$ cat src/rtl/tdc_pkg.sv
// -----------------------------------------------------------------------------
// tdc_pkg
// Shared definitions for the vernier-buffer TDC sweep controller:
//   - tdc_state_e        : sequencer states (IDLE/ARM/FIRE/CAPT/OUT)
//   - tdc_cw()           : tap-count width for a given thermometer width
//   - TDC_SETTLE_DEFAULT : default ARM-phase length in cycles
// No ports (package).
// -----------------------------------------------------------------------------
package tdc_pkg;

  typedef enum logic [2:0] {
    ST_IDLE = 3'd0,
    ST_ARM  = 3'd1,
    ST_FIRE = 3'd2,
    ST_CAPT = 3'd3,
    ST_OUT  = 3'd4
  } tdc_state_e;

  localparam int TDC_SETTLE_DEFAULT = 4;

  // Bits needed to hold a tap count in 0..taps inclusive.
  function automatic int tdc_cw(input int taps);
    return $clog2(taps + 1);
  endfunction

endpackage

$ cat src/rtl/tdc_therm_decode.sv
// -----------------------------------------------------------------------------
// tdc_therm_decode
// Combinational thermometer-to-count decoder for the TDC core output.
//   Default build          : count = number of ones in term (popcount).
//   TDC_BUBBLE_FIX_EN      : count = index of the lowest 0 bit, or TAPS when
//                            term is all ones; bubbles above that 0 are ignored.
// Ports:
//   term   in  TAPS  synchronised thermometer code
//   count  out CW    decoded tap count
// -----------------------------------------------------------------------------
module tdc_therm_decode
  import tdc_pkg::*;
#(
  parameter int TAPS = 8,
  parameter int CW   = tdc_cw(TAPS)
) (
  input  logic [TAPS-1:0] term,
  output logic [CW-1:0]   count
);

`ifdef TDC_BUBBLE_FIX_EN
  // Scan downward so the last assignment wins with the lowest zero index.
  always_comb begin
    count = CW'(TAPS);
    for (int i = TAPS - 1; i >= 0; i--) begin
      count = term[i] ? count : CW'(i);
    end
  end
`else
  // Plain popcount of the thermometer word.
  always_comb begin
    count = {CW{1'b0}};
    for (int i = 0; i < TAPS; i++) begin
      count = count + CW'(term[i]);
    end
  end
`endif

endmodule

$ cat src/rtl/tdc_sweep_controller.sv
// -----------------------------------------------------------------------------
// tdc_sweep_controller
// Autonomous delay-code sweep for the vernier-buffer TDC. For each delay code
// 0..DLY_MAX it runs 2^AVG_LOG2 measurements (ARM -> FIRE -> CAPT), sums the
// decoded tap counts and offers the sum on a valid/ready port.
// Optional feature macro: TDC_BUBBLE_FIX_EN (selects the bubble-tolerant
// decode inside tdc_therm_decode; timing is unchanged).
// Ports:
//   clk          in   clock
//   rst_n        in   synchronous active-low reset
//   start_i      in   begin a sweep (honoured only when idle)
//   abort_i      in   synchronous abort back to idle, drops pending result
//   term_i       in   asynchronous thermometer code from the TDC core
//   dly_code_o   out  delay code to the variable-delay macro
//   fire_o       out  launch level, high throughout the FIRE phase
//   busy_o       out  high whenever not idle
//   res_valid_o  out  result valid
//   res_ready_i  in   result accepted
//   res_code_o   out  delay code of the presented result
//   res_sum_o    out  sum of tap counts for that code
//   done_o       out  one-cycle pulse after the final handshake
// All outputs are registered from next-state values.
// -----------------------------------------------------------------------------
module tdc_sweep_controller
  import tdc_pkg::*;
#(
  parameter int TAPS     = 8,
  parameter int DLY_BITS = 5,
  parameter int DLY_MAX  = (1 << DLY_BITS) - 1,
  parameter int AVG_LOG2 = 2,
  parameter int SETTLE   = TDC_SETTLE_DEFAULT,
  localparam int CW      = tdc_cw(TAPS),
  localparam int SW      = CW + AVG_LOG2
) (
  input  logic                clk,
  input  logic                rst_n,
  input  logic                start_i,
  input  logic                abort_i,
  input  logic [TAPS-1:0]     term_i,
  output logic [DLY_BITS-1:0] dly_code_o,
  output logic                fire_o,
  output logic                busy_o,
  output logic                res_valid_o,
  input  logic                res_ready_i,
  output logic [DLY_BITS-1:0] res_code_o,
  output logic [SW-1:0]       res_sum_o,
  output logic                done_o
);

  // Phase counter must reach SETTLE+1 (last FIRE cycle).
  localparam int CNT_W = $clog2(SETTLE + 2);
  localparam int SMP_W = AVG_LOG2 + 1;
  localparam int N_SMP = 1 << AVG_LOG2;

  tdc_state_e          state_r, state_s;
  logic [TAPS-1:0]     sync1_r, sync2_r;
  logic [CW-1:0]       tap_count_s;
  logic [CNT_W-1:0]    phase_r, phase_s;
  logic [SMP_W-1:0]    smp_r, smp_s;
  logic [SW-1:0]       acc_r, acc_s, acc_sum_s;
  logic [DLY_BITS-1:0] dly_code_s, res_code_s;
  logic [SW-1:0]       res_sum_s;
  logic                done_s;

  tdc_therm_decode #(
    .TAPS (TAPS),
    .CW   (CW)
  ) u_decode (
    .term  (sync2_r),
    .count (tap_count_s)
  );

  assign acc_sum_s = acc_r + SW'(tap_count_s);

  // Two-flop synchroniser for the asynchronous thermometer word.
  always_ff @(posedge clk) begin
    if (!rst_n) begin
      sync1_r <= {TAPS{1'b0}};
      sync2_r <= {TAPS{1'b0}};
    end else begin
      sync1_r <= term_i;
      sync2_r <= sync1_r;
    end
  end

  // FSM state register.
  always_ff @(posedge clk) begin
    if (!rst_n) begin
      state_r <= ST_IDLE;
    end else begin
      state_r <= state_s;
    end
  end

  // Next-state and next-datapath logic; abort overrides everything.
  always_comb begin
    state_s    = state_r;
    phase_s    = phase_r;
    smp_s      = smp_r;
    acc_s      = acc_r;
    dly_code_s = dly_code_o;
    res_code_s = res_code_o;
    res_sum_s  = res_sum_o;
    done_s     = 1'b0;
    if (abort_i) begin
      state_s = ST_IDLE;
      phase_s = {CNT_W{1'b0}};
    end else begin
      case (state_r)
        ST_IDLE: begin
          if (start_i) begin
            state_s    = ST_ARM;
            dly_code_s = {DLY_BITS{1'b0}};
            acc_s      = {SW{1'b0}};
            smp_s      = {SMP_W{1'b0}};
            phase_s    = {CNT_W{1'b0}};
          end else begin
            state_s = ST_IDLE;
          end
        end
        ST_ARM: begin
          if (phase_r == CNT_W'(SETTLE - 1)) begin
            state_s = ST_FIRE;
            phase_s = {CNT_W{1'b0}};
          end else begin
            phase_s = phase_r + CNT_W'(1);
          end
        end
        ST_FIRE: begin
          if (phase_r == CNT_W'(SETTLE + 1)) begin
            state_s = ST_CAPT;
            phase_s = {CNT_W{1'b0}};
          end else begin
            phase_s = phase_r + CNT_W'(1);
          end
        end
        ST_CAPT: begin
          acc_s = acc_sum_s;
          smp_s = smp_r + SMP_W'(1);
          if (smp_r == SMP_W'(N_SMP - 1)) begin
            // Latch the result here so it is stable for the whole OUT phase.
            state_s    = ST_OUT;
            res_code_s = dly_code_o;
            res_sum_s  = acc_sum_s;
          end else begin
            state_s = ST_ARM;
          end
        end
        ST_OUT: begin
          if (res_ready_i) begin
            if (dly_code_o == DLY_BITS'(DLY_MAX)) begin
              state_s = ST_IDLE;
              done_s  = 1'b1;
            end else begin
              state_s    = ST_ARM;
              dly_code_s = dly_code_o + DLY_BITS'(1);
              acc_s      = {SW{1'b0}};
              smp_s      = {SMP_W{1'b0}};
              phase_s    = {CNT_W{1'b0}};
            end
          end else begin
            state_s = ST_OUT;
          end
        end
        default: begin
          state_s = ST_IDLE;
          phase_s = {CNT_W{1'b0}};
        end
      endcase
    end
  end

  // Registered outputs and datapath, derived from the next state.
  always_ff @(posedge clk) begin
    if (!rst_n) begin
      dly_code_o  <= {DLY_BITS{1'b0}};
      fire_o      <= 1'b0;
      busy_o      <= 1'b0;
      res_valid_o <= 1'b0;
      res_code_o  <= {DLY_BITS{1'b0}};
      res_sum_o   <= {SW{1'b0}};
      done_o      <= 1'b0;
      phase_r     <= {CNT_W{1'b0}};
      smp_r       <= {SMP_W{1'b0}};
      acc_r       <= {SW{1'b0}};
    end else begin
      dly_code_o  <= dly_code_s;
      fire_o      <= (state_s == ST_FIRE);
      busy_o      <= (state_s != ST_IDLE);
      res_valid_o <= (state_s == ST_OUT);
      res_code_o  <= res_code_s;
      res_sum_o   <= res_sum_s;
      done_o      <= done_s;
      phase_r     <= phase_s;
      smp_r       <= smp_s;
      acc_r       <= acc_s;
    end
  end

endmodule

$ cat config.mk
export PLATFORM = sky130hd
export DESIGN_NAME = tdc_sweep_controller
export DESIGN_NICKNAME = d
export VERILOG_FILES = /design/src/rtl/tdc_pkg.sv /design/src/rtl/tdc_therm_decode.sv /design/src/rtl/tdc_sweep_controller.sv
export SDC_FILE = /design/constraint.sdc
export NUM_CORES = 1
export LEC_CHECK = 0
export ABC_AREA = 0
export CAP_MARGIN = 20
export CORE_MARGIN = 10
export CORE_UTILIZATION = 35
export DETAILED_ROUTE_END_ITERATION = 10
export PLACE_DENSITY = 0.58
export SLEW_MARGIN = 20
export SYNTH_ARGS = -nofsm -noshare
export SYNTH_HDL_FRONTEND = slang
export SYNTH_SLANG_ARGS = --single-unit
$ cat constraint.sdc
create_clock -name clk -period 6.9 [get_ports clk]
set_clock_uncertainty 0.2 [all_clocks]
set_input_delay 1.38 -clock clk [delete_from_list [all_inputs] [get_ports clk]]
set_output_delay 1.38 -clock clk [all_outputs]
set_load 0.02 [all_outputs]
-- Yosys cells after proc, flatten, opt, wreduce, memory -nomap -nowiden
Cells that the tools add are included.
- add/sub/neg operators: 11
- $mul: 0
- div/mod/pow operators: 0
- magnitude comparators: 0
- eq/ne operators: 13
- shifts and indexed selects: 0
- multiplexer cells: 24
- bitwise logic cells: 5
- reductions and logical operators: 10
- operator list (cell ; count):
    3-bit 2-to-1 mux ; 10
    3-bit one-hot mux with 5 select lines ; 2
    4-bit by 1-bit adder with 4-bit output ; 6
    6-bit 2-to-1 mux ; 3
    6-bit one-hot mux with 3 select lines ; 1
    3-bit by 2-bit == test with 1-bit output, second input constant ; 5
    5-bit 2-to-1 mux ; 3
    5-bit one-hot mux with 2 select lines ; 1
    5-bit AND reduction ; 2
    3-bit == test, second input constant ; 3
    3-bit one-hot mux with 3 select lines ; 1
    3-bit by 1-bit adder with 3-bit output, second input constant ; 2
    6-bit by 4-bit adder with 6-bit output ; 1
    2-bit != test, second input constant ; 3
    3-bit nonzero test ; 2
    5-bit by 1-bit adder with 5-bit output, second input constant ; 1
    5-bit == test, second input constant ; 1
    1-bit inverter ; 5
    4-bit AND reduction ; 1
    4-bit OR reduction ; 1
    3-bit by 1-bit == test with 1-bit output, second input constant ; 1
    3-bit zero test ; 1
    1-bit 2-to-1 mux ; 3
    3-bit AND reduction ; 1
    3 further kinds ; 3
- register bits: 51
- latch bits: 0
- bits in writable memories: 0
- ROM bits: 0
- input port bits: 13
- output and inout bits: 20
- logic and storage cells: 76
- memories kept: 0

-- Depth between registers and ports, before layout
- depth in word-level cells: 9
- gate-level depth with buffers: 13
- mapped depth without buffers: 13

-- Cells and area by module
A second synthesis with hierarchy kept.
- cells, all modules: 269
- area, all modules: 2501.1 µm²
- by module, submodules not included (module ; instances ; cells each ; area an instance (µm²) ; seq. area each (µm²)):
    tdc_sweep_controller ; 1 ; 245 ; 2311.0 ; 1021.0
    tdc_therm_decode ; 1 ; 24 ; 190.2 ; 0.0

-- Worst setup path before layout
No wires, ideal clock.
- path type: register to register
- start: register sync2_r[0]
- end: register res_sum_o[5]
- setup time: 0.132 ns
- arrival: 3.451 ns
- required time: 6.568 ns
- slack: 3.117 ns
- stages on the path, launching flop included: 13
- buffers on the path: 0
- period minus slack after synthesis: 3.783 ns
- cell sequence: dfxtp_1 ha_1 inv_1 fa_1 fa_1 fa_1 fa_1 xnor2_1 ha_1 and3_1 a221o_1 xnor2_1 a21oi_1
- cells in the longest elaborated chain, start to end: 8
- ends and longest elaborated chain (element ; line ; text):
    start: declaration ; tdc_sweep_controller.sv:56 ; logic [TAPS-1:0] sync1_r, sync2_r;
    start signal: assignment ; tdc_sweep_controller.sv:79 ; sync2_r <= {TAPS{1'b0}};
    start signal: assignment ; tdc_sweep_controller.sv:82 ; sync2_r <= sync1_r;
    1-bit by 1-bit adder with 2-bit output ; tdc_therm_decode.sv:34 ; count = count + CW'(term[i]);
    4-bit by 1-bit adder with 4-bit output (6 in series) ; tdc_therm_decode.sv:34 ;
    6-bit by 4-bit adder with 6-bit output ; tdc_sweep_controller.sv:73 ; assign acc_sum_s = acc_r + SW'(tap_count_s);
    end signal: assignment ; tdc_sweep_controller.sv:181 ; res_sum_o <= {SW{1'b0}};
    end signal: assignment ; tdc_sweep_controller.sv:192 ; res_sum_o <= res_sum_s;
    end: declaration ; tdc_sweep_controller.sv:46 ; output logic [SW-1:0] res_sum_o,
Every way passes these cells.
A chain may end at the register's enable or synchronous reset.

-- Worst setup path in the final report
- start: register sync2_r[1]
- end: register res_sum_o[5]
The elaborated chain is that of the path after synthesis.

==> results.txt <==
The run gives 253 as the gate count after technology mapping. After clock tree synthesis, the setup repair step added 0 buffers. The run gives 3.53 mm as the post-DP HPWL. Path type of the worst setup path: flop to flop. STA classifies the critical path endpoint as a flop. The tools report the proportion of synthesized chip area in sequential cells as 43.1%. The number of nets still failing antenna checks after routing was 0; the port buffer count was 32. The type of the most critical hold path was flop to flop. The tools report the final worst hold slack as 0.240 ns. The clock latency reported for the late side of the worst-skew pair was 0.30 ns; the number of hold buffers added after cts was 0. Counting flops and latches in the post-synthesis netlist gives 51. In this run the cell area measured after placement is 0.00275 mm². Buffers inserted during clock tree synthesis total 5. For this design the ratio of total power to cell area is 181 mW/mm². Summing all flip-flop and latch instances after layout gives 0.00102 mm².

At the worst endpoint, the required time is 6.85 ns. The number of global-route vias before repair is 1,785, and the area added between synthesis and finish is 20.0%. The worst path needs 3.97 ns of the cycle, external delays included. The number of search-and-repair iterations in the first detailed-routing pass came out at 4.

The cell sitting at the root of the clock tree is a sky130_fd_sc_hd__clkbuf_8. For the number of endpoints with negative hold slack in the final report, the log shows 0. The slew at the pin closest to its max-slew limit came out at 1.00 ns. The area used by multi-input combinational logic is 0.00122 mm², and the setup TNS is 0 ns. The worst register-to-register path begins at sync2_r[1]$_SDFF_PN0_. The clock transition time at the flip-flop clock pins of the worst setup and hold paths was 0.09 ns; the static leakage was 1.10 nW.

After synthesis the cells add up to 0.00237 mm². First element of the critical path: sync2_r[1]$_SDFF_PN0_. Across the VDD grid, the largest voltage drop is 0.000108 V. A synthesized cell averages 9.36 µm².

The run gives 0 as the yosys synthesis warning count. The H-tree was split into 2 levels. At the end of routability-driven placement, the weighted congestion stood at 0.801.

The final route contains 1,752 vias. The effective utilization at floorplan is 36.7%, and the wire length of the first global-routing pass is 8.30 mm. The tools report the total routing resource utilization after global routing as 9.87%. The tools report the initial detailed-routing violation count as 80. Of the total synthesized cell area, the portion taken by full adders, half adders and majority gates is 12.7%.

The tools report the worst setup timing slack at the placement stage as 2.96 ns. The fraction of layout cells with a size suffix above 1 came out at 3.51%. Core area: 0.00646 mm². The number of nets in the synthesized netlist is 287.

The horizontal die dimension works out to 102 µm. The portion of synthesized cell area occupied by the leading cell type works out to 43.1%. Of the total synthesized cell area, the portion taken by XOR and XNOR cells is 2.96%. Setup slack closes at 2.93 ns. By area, the combinational part of the netlist is dominated by simple AND/OR/NAND/NOR gates.

The floorplan step defined a die boundary enclosing 0.0105 mm². TritonCTS built the clock tree. The average via count per standard cell is 4.84. The simple-gate area share of the yosys netlist is 20.7%, and the highest clock rate is 252 MHz.

After floorplanning, the core was divided into 29 placement rows. Entering global routing, the biggest net connects 37 pins. The flow ran to the end, and the final reports show no timing, DRC or antenna violations.

The fill cell total of the finished layout is 636, and the height of the die is 102 µm. After the last flow step, the layout net total stands at 318. The number of setup violations in the final report came out at 0. The arrival time of the worst setup path came out at 3.92 ns. The run gives 0 as the number of antenna violations at the first check in global routing.

Along the worst path, the maximum fanout reaches 4. The final wirelength is 4.78 mm. Across the run, the number of max-cap violations was 0. The tools report the power consumption as 0.000513 W.

The logs give 0 for the number of gates given a new drive strength after cts and 0 for the antenna cell count. The clock passes through at most 2 buffers. Setup repair after global routing left no endpoint under its margin. The critical path launch point type was a flop.

With fillers left out, the area of the finished cells amounts to 0.00284 mm². sky130_fd_sc_hd__dfxtp_1 takes more of the synthesized area than any other cell. For the total global routing overflow, the log shows 0. After layout, the worst path uses 57.6% of the clock period.

The netlist uses 46 different library cells. By area the synthesized netlist is led by sky130_fd_sc_hd__dfxtp_1, sky130_fd_sc_hd__ha_1, sky130_fd_sc_hd__and2_1. Across all register-to-register paths, the minimum setup slack is 2.93 ns.

Multiplexer cells account for 0.899% of the synthesized area. The tools report the number of pins with negative max-slew slack in the final report as 0. The critical path ends at res_sum_o[5]$_SDFFE_PN0P_.

After synthesis, the share of flip-flops with an asynchronous set or reset is 0%. The synthesized netlist devotes 14.5% of its cell area to compound gates. The wire length per cell came out at 13.2 µm. The reg-to-reg critical path endpoint was res_sum_o[5]$_SDFFE_PN0P_.

The logs give 51 for the sink count of the clock tree and 0 for the post-route DRC violation count. In this run the tightest slew margin relative to its limit is 32.9%. The synthesized design contains 0 enable-type register cells. The boundary pin count is 33.

Most common flop cell mapped by yosys: sky130_fd_sc_hd__dfxtp_1. Worst reg-to-reg path cell count: 12.
-- stage by stage --
step                      instances  utilization [%]
after floorplan                 253                -
after global placement          354             42.6
after detailed placement        354             42.6
after CTS                       362             44.0
after global routing            362             44.0
final                           362             44.0
-- cells in the final DEF (no fill, tap or decap), types with 3 or more instances in the layout --
cell and count:
sky130_fd_sc_hd__ha_1 16, sky130_fd_sc_hd__inv_1 22, sky130_fd_sc_hd__and2_1 16, sky130_fd_sc_hd__a21o_1 3
sky130_fd_sc_hd__a21boi_1 9, sky130_fd_sc_hd__dfxtp_1 51, sky130_fd_sc_hd__clkdlybuf4s50_1 32, sky130_fd_sc_hd__a21oi_1 10
sky130_fd_sc_hd__xnor2_1 6, sky130_fd_sc_hd__nand2b_1 5, sky130_fd_sc_hd__and3_1 4, sky130_fd_sc_hd__a22o_1 4
sky130_fd_sc_hd__or2_1 3, sky130_fd_sc_hd__nand2_1 25, sky130_fd_sc_hd__clkbuf_8 5, sky130_fd_sc_hd__o21a_1 5
sky130_fd_sc_hd__nor3_1 3, sky130_fd_sc_hd__nor2_1 12, sky130_fd_sc_hd__fa_1 5, sky130_fd_sc_hd__nand3_1 7
-- Yosys cell counts, types with 5 or more instances --
cell type,n
sky130_fd_sc_hd__clkbuf_1,5
sky130_fd_sc_hd__a21boi_1,9
sky130_fd_sc_hd__nand2b_1,5
sky130_fd_sc_hd__o21a_1,5
sky130_fd_sc_hd__and2_1,16
sky130_fd_sc_hd__nor2_1,12
sky130_fd_sc_hd__dfxtp_1,51
sky130_fd_sc_hd__xnor2_1,6
sky130_fd_sc_hd__nand3_1,7
sky130_fd_sc_hd__fa_1,5
sky130_fd_sc_hd__inv_1,22
sky130_fd_sc_hd__a21oi_1,10
sky130_fd_sc_hd__nand2_1,25
sky130_fd_sc_hd__ha_1,16
-- power breakdown --
group	internal (W)	total [W]	switching, W
logic	0.0000218	0.0000434	0.0000216
registers	0.000300	0.000302	0.00000254
clock network	0.0000715	0.000168	0.0000965
-- worst max-delay path: stages (launching register included) --
cell	delay [ns]
sky130_fd_sc_hd__dfxtp_1	0.32
sky130_fd_sc_hd__ha_1	0.27
sky130_fd_sc_hd__inv_1	0.05
sky130_fd_sc_hd__fa_1	0.49
sky130_fd_sc_hd__fa_1	0.42
sky130_fd_sc_hd__fa_1	0.42
sky130_fd_sc_hd__fa_1	0.39
sky130_fd_sc_hd__xnor2_1	0.14
sky130_fd_sc_hd__ha_1	0.33
sky130_fd_sc_hd__and3_1	0.20
sky130_fd_sc_hd__a221o_1	0.37
sky130_fd_sc_hd__xnor2_1	0.15
sky130_fd_sc_hd__a21oi_1	0.08
-- state kept, by name (all words and copies together), names as in the netlist --
| name | cells |
|---|---|
| dly_code_o | 5 |
| done_o | 1 |
| sync2_r | 8 |
| res_valid_o | 1 |
| smp_r | 3 |
| sync1_r | 8 |
| fire_o | 1 |
| res_code_o | 5 |
| phase_r | 3 |
| busy_o | 1 |
| state_r | 3 |
| acc_r | 6 |
| res_sum_o | 6 |
-- routing by layer --
| metal | track usage (%) | wire length (µm) |
|---|---|---|
| met2 | 15.4 | 2100 |
| met1 | 12.2 | 2320 |
| met5 | 0 | 0 |
| met4 | 3.58 | 72 |
| met3 | 3.71 | 284 |
-- how the worst min path moves through the flow --
stage / from / endpoint / slack (ns) / cells after the start
2_1_floorplan: sync1_r[0]$_SDFF_PN0_ / sync2_r[0]$_SDFF_PN0_ / 0.21 / 1
3_3_place_gp: sync1_r[5]$_SDFF_PN0_ / sync2_r[5]$_SDFF_PN0_ / 0.21 / 1
3_5_place_dp: sync1_r[6]$_SDFF_PN0_ / sync2_r[6]$_SDFF_PN0_ / 0.22 / 1
4_1_cts: sync1_r[2]$_SDFF_PN0_ / sync2_r[2]$_SDFF_PN0_ / 0.25 / 1
5_1_grt: sync1_r[5]$_SDFF_PN0_ / sync2_r[5]$_SDFF_PN0_ / 0.26 / 1
6_report: sync1_r[7]$_SDFF_PN0_ / sync2_r[7]$_SDFF_PN0_ / 0.24 / 1
-- area by class of cell --
cell class                      count  area share (%)
Clock inverter                      3           0.661
Tap cell                           77            3.39
Clock buffer                        5            2.42
Inverter                           22            2.91
Sequential cell                    51            35.9
Timing Repair Buffer               33            11.5
Multi-Input combinational cell    171            43.1
-- cell families (layout without fill, tap and decap cells) --
kind of cell               after synthesis  after routing
buffers and inverters                   31             63
xor gates and xnor gates                 8              8
and+or+nand+nor                         91             91
AOI/OAI and AO/OA                       49             49
adders and majority gates               21             21
muxes                                    2              2
DFF                                     51             51
No activity file was read; power rests on OpenSTA's default activity.
==> RTL change: new RTL, config.mk and constraints unchanged <==
The 5 states of `tdc_state_e` get a one-hot encoding in 5 bits.
--- a/src/rtl/tdc_pkg.sv
+++ b/src/rtl/tdc_pkg.sv
@@ -8,12 +8,12 @@
 // -----------------------------------------------------------------------------
 package tdc_pkg;
 
-  typedef enum logic [2:0] {
-    ST_IDLE = 3'd0,
-    ST_ARM  = 3'd1,
-    ST_FIRE = 3'd2,
-    ST_CAPT = 3'd3,
-    ST_OUT  = 3'd4
+  typedef enum logic [4:0] {
+    ST_IDLE = 5'b00001,
+    ST_ARM  = 5'b00010,
+    ST_FIRE = 5'b00100,
+    ST_CAPT = 5'b01000,
+    ST_OUT  = 5'b10000
   } tdc_state_e;
 
   localparam int TDC_SETTLE_DEFAULT = 4;
Function: no difference found for any inputs over 10 cycles, from zero or initial values and one cycle with rst_n low; not proved beyond that.
==> RTL change against the original RTL <==
  * Sequential cell count grew 2
  * Total power is 10% higher
  * Worst hold slack improved by 0.00088 ns
  * Worst setup slack gained 0.10 ns
  * Synthesized area increased by 4.1%
  * Synthesized cell count grew 4.0%
  * Routed wire length increased by 0.21%
  * Final area is 4.9% higher
  * Critical path type unchanged
==> RTL change: results <==
export IMPL_outcome="finished clean"
export IMPL_yosys_top_cells_area="dfxtp_1 (43%), ha_1 (8.1%), and2_1 (4.6%)"
export IMPL_insertion_delay_ns=0.31
export IMPL_yosys_warnings=0
export IMPL_grt_util_met1_pct=11.08
export IMPL_drt_met1_wl_mm=2.319
export IMPL_drt_pass1_iter_count=4
export IMPL_path_class="flop to flop"
export IMPL_synth_flop_cell="dfxtp_1"
export IMPL_first_iter_violations=54
export IMPL_hold_depth=1
export IMPL_drt_wl_total_mm=4.790
export IMPL_seq_area_frac_synth_pct=43.07
export IMPL_yosysUniqueCellTypes=38
export IMPL_layout_nets=329
export IMPL_holdPathEnd="sync2_r[5]"
export IMPL_clkTransAtPathRegs_ns=0.09
export IMPL_holdWs_ns=0.2408
export IMPL_power_leakage_nw=1.105
export IMPL_num_antenna_cells=0
export IMPL_post_route_cells_drive_above_1_share_pct=4.407
export IMPL_grtUsageMet3_pct=3.222
export IMPL_syn_nets=297
export IMPL_dr_total_vias=1801
export IMPL_holdCritStartpoint="sync1_r[5]"
export IMPL_ir_worst_vdd_v=0.00008501
export IMPL_dpl_hpwl_mm=3.524
export IMPL_worstReg2RegEnd="acc_r[5]"
export IMPL_place_congestion=0.8044
export IMPL_met2_usage_pct=14.28
export IMPL_fillers=710
export IMPL_rrSetupSlack_ns=3.03
export IMPL_r2r_start="sync2_r[0]"
export IMPL_antenna_found_initial=0
export IMPL_wl_met2_mm=2.090
export IMPL_clk_path_buf_depth=2
export IMPL_grtUsageTotal_pct=9.211
export IMPL_wl_met3_um=286
export IMPL_grt_pass1_wl_mm=8.411
export IMPL_grt_max_degree=41
export IMPL_ys_top_cells_by_count="dfxtp_1 (53), inv_1 (30), and2_1 (18), nand2_1 (18), ha_1 (16)"
export IMPL_tightest_slew_ns=1.067
export IMPL_cts_inserted_buffers=5
[RTL change: area by class of cell]
cell class	count	area (um^2)	area share (%)
clock buffer	5	68.82	2.310
clock inverter	2	38.79	1.302
inverter	30	112.6	3.780
multi-input combinational	172	1250	41.96
sequential	53	1061	35.62
tap	96	120.1	4.032
timing repair buffer	33	327.8	11.00
[RTL change: report_power, final]
group / internal [mW] / switching [mW]
clock network: 0.108 / 0.104
logic: 0.0205 / 0.0219
registers: 0.311 / 0.00187
[RTL change: worst max-delay path by stage]
stage,slack [ns],to
after floorplan,3.23,acc_r[5]
after global placement,3.07,acc_r[5]
after detailed placement,3.02,acc_r[5]
after CTS,3.01,acc_r[5]
after global routing,2.79,acc_r[5]
final,3.03,acc_r[5]
[RTL change: through the flow]
step	total power, mW	instances	setup slack, ns	instance area [um^2]
3_5_place_dp	0.3628	384	3.024	2872
4_1_cts	0.5748	391	3.007	2979
5_1_grt	0.5941	391	2.790	2979
3_3_place_gp	0.3628	384	3.067	2867
2_1_floorplan	0.3475	263	3.227	2464
6_report	0.5666	391	3.026	2979
[RTL change: kinds of logic after synthesis]
logic type	after synthesis	synth area share (%)
flip-flops	53	43.07
AO/OA/AOI/OAI	41	10.41
AND/OR/NAND/NOR	93	21.38
XOR/XNOR	7	2.489
adder cells (fa/ha/maj)	21	12.19
buffers and inverters	38	6.399
multiplexers	10	4.063
[RTL change: worst max-delay path: stages (launching register included)]
cell and delay [ns]:
dfxtp_1 0.32, ha_1 0.26, inv_1 0.04, fa_1 0.49
fa_1 0.43, fa_1 0.41, fa_1 0.40, xnor2_1 0.14
ha_1 0.34, nand3_1 0.09, o211ai_1 0.29, mux2i_1 0.23
o21ai_0 0.10
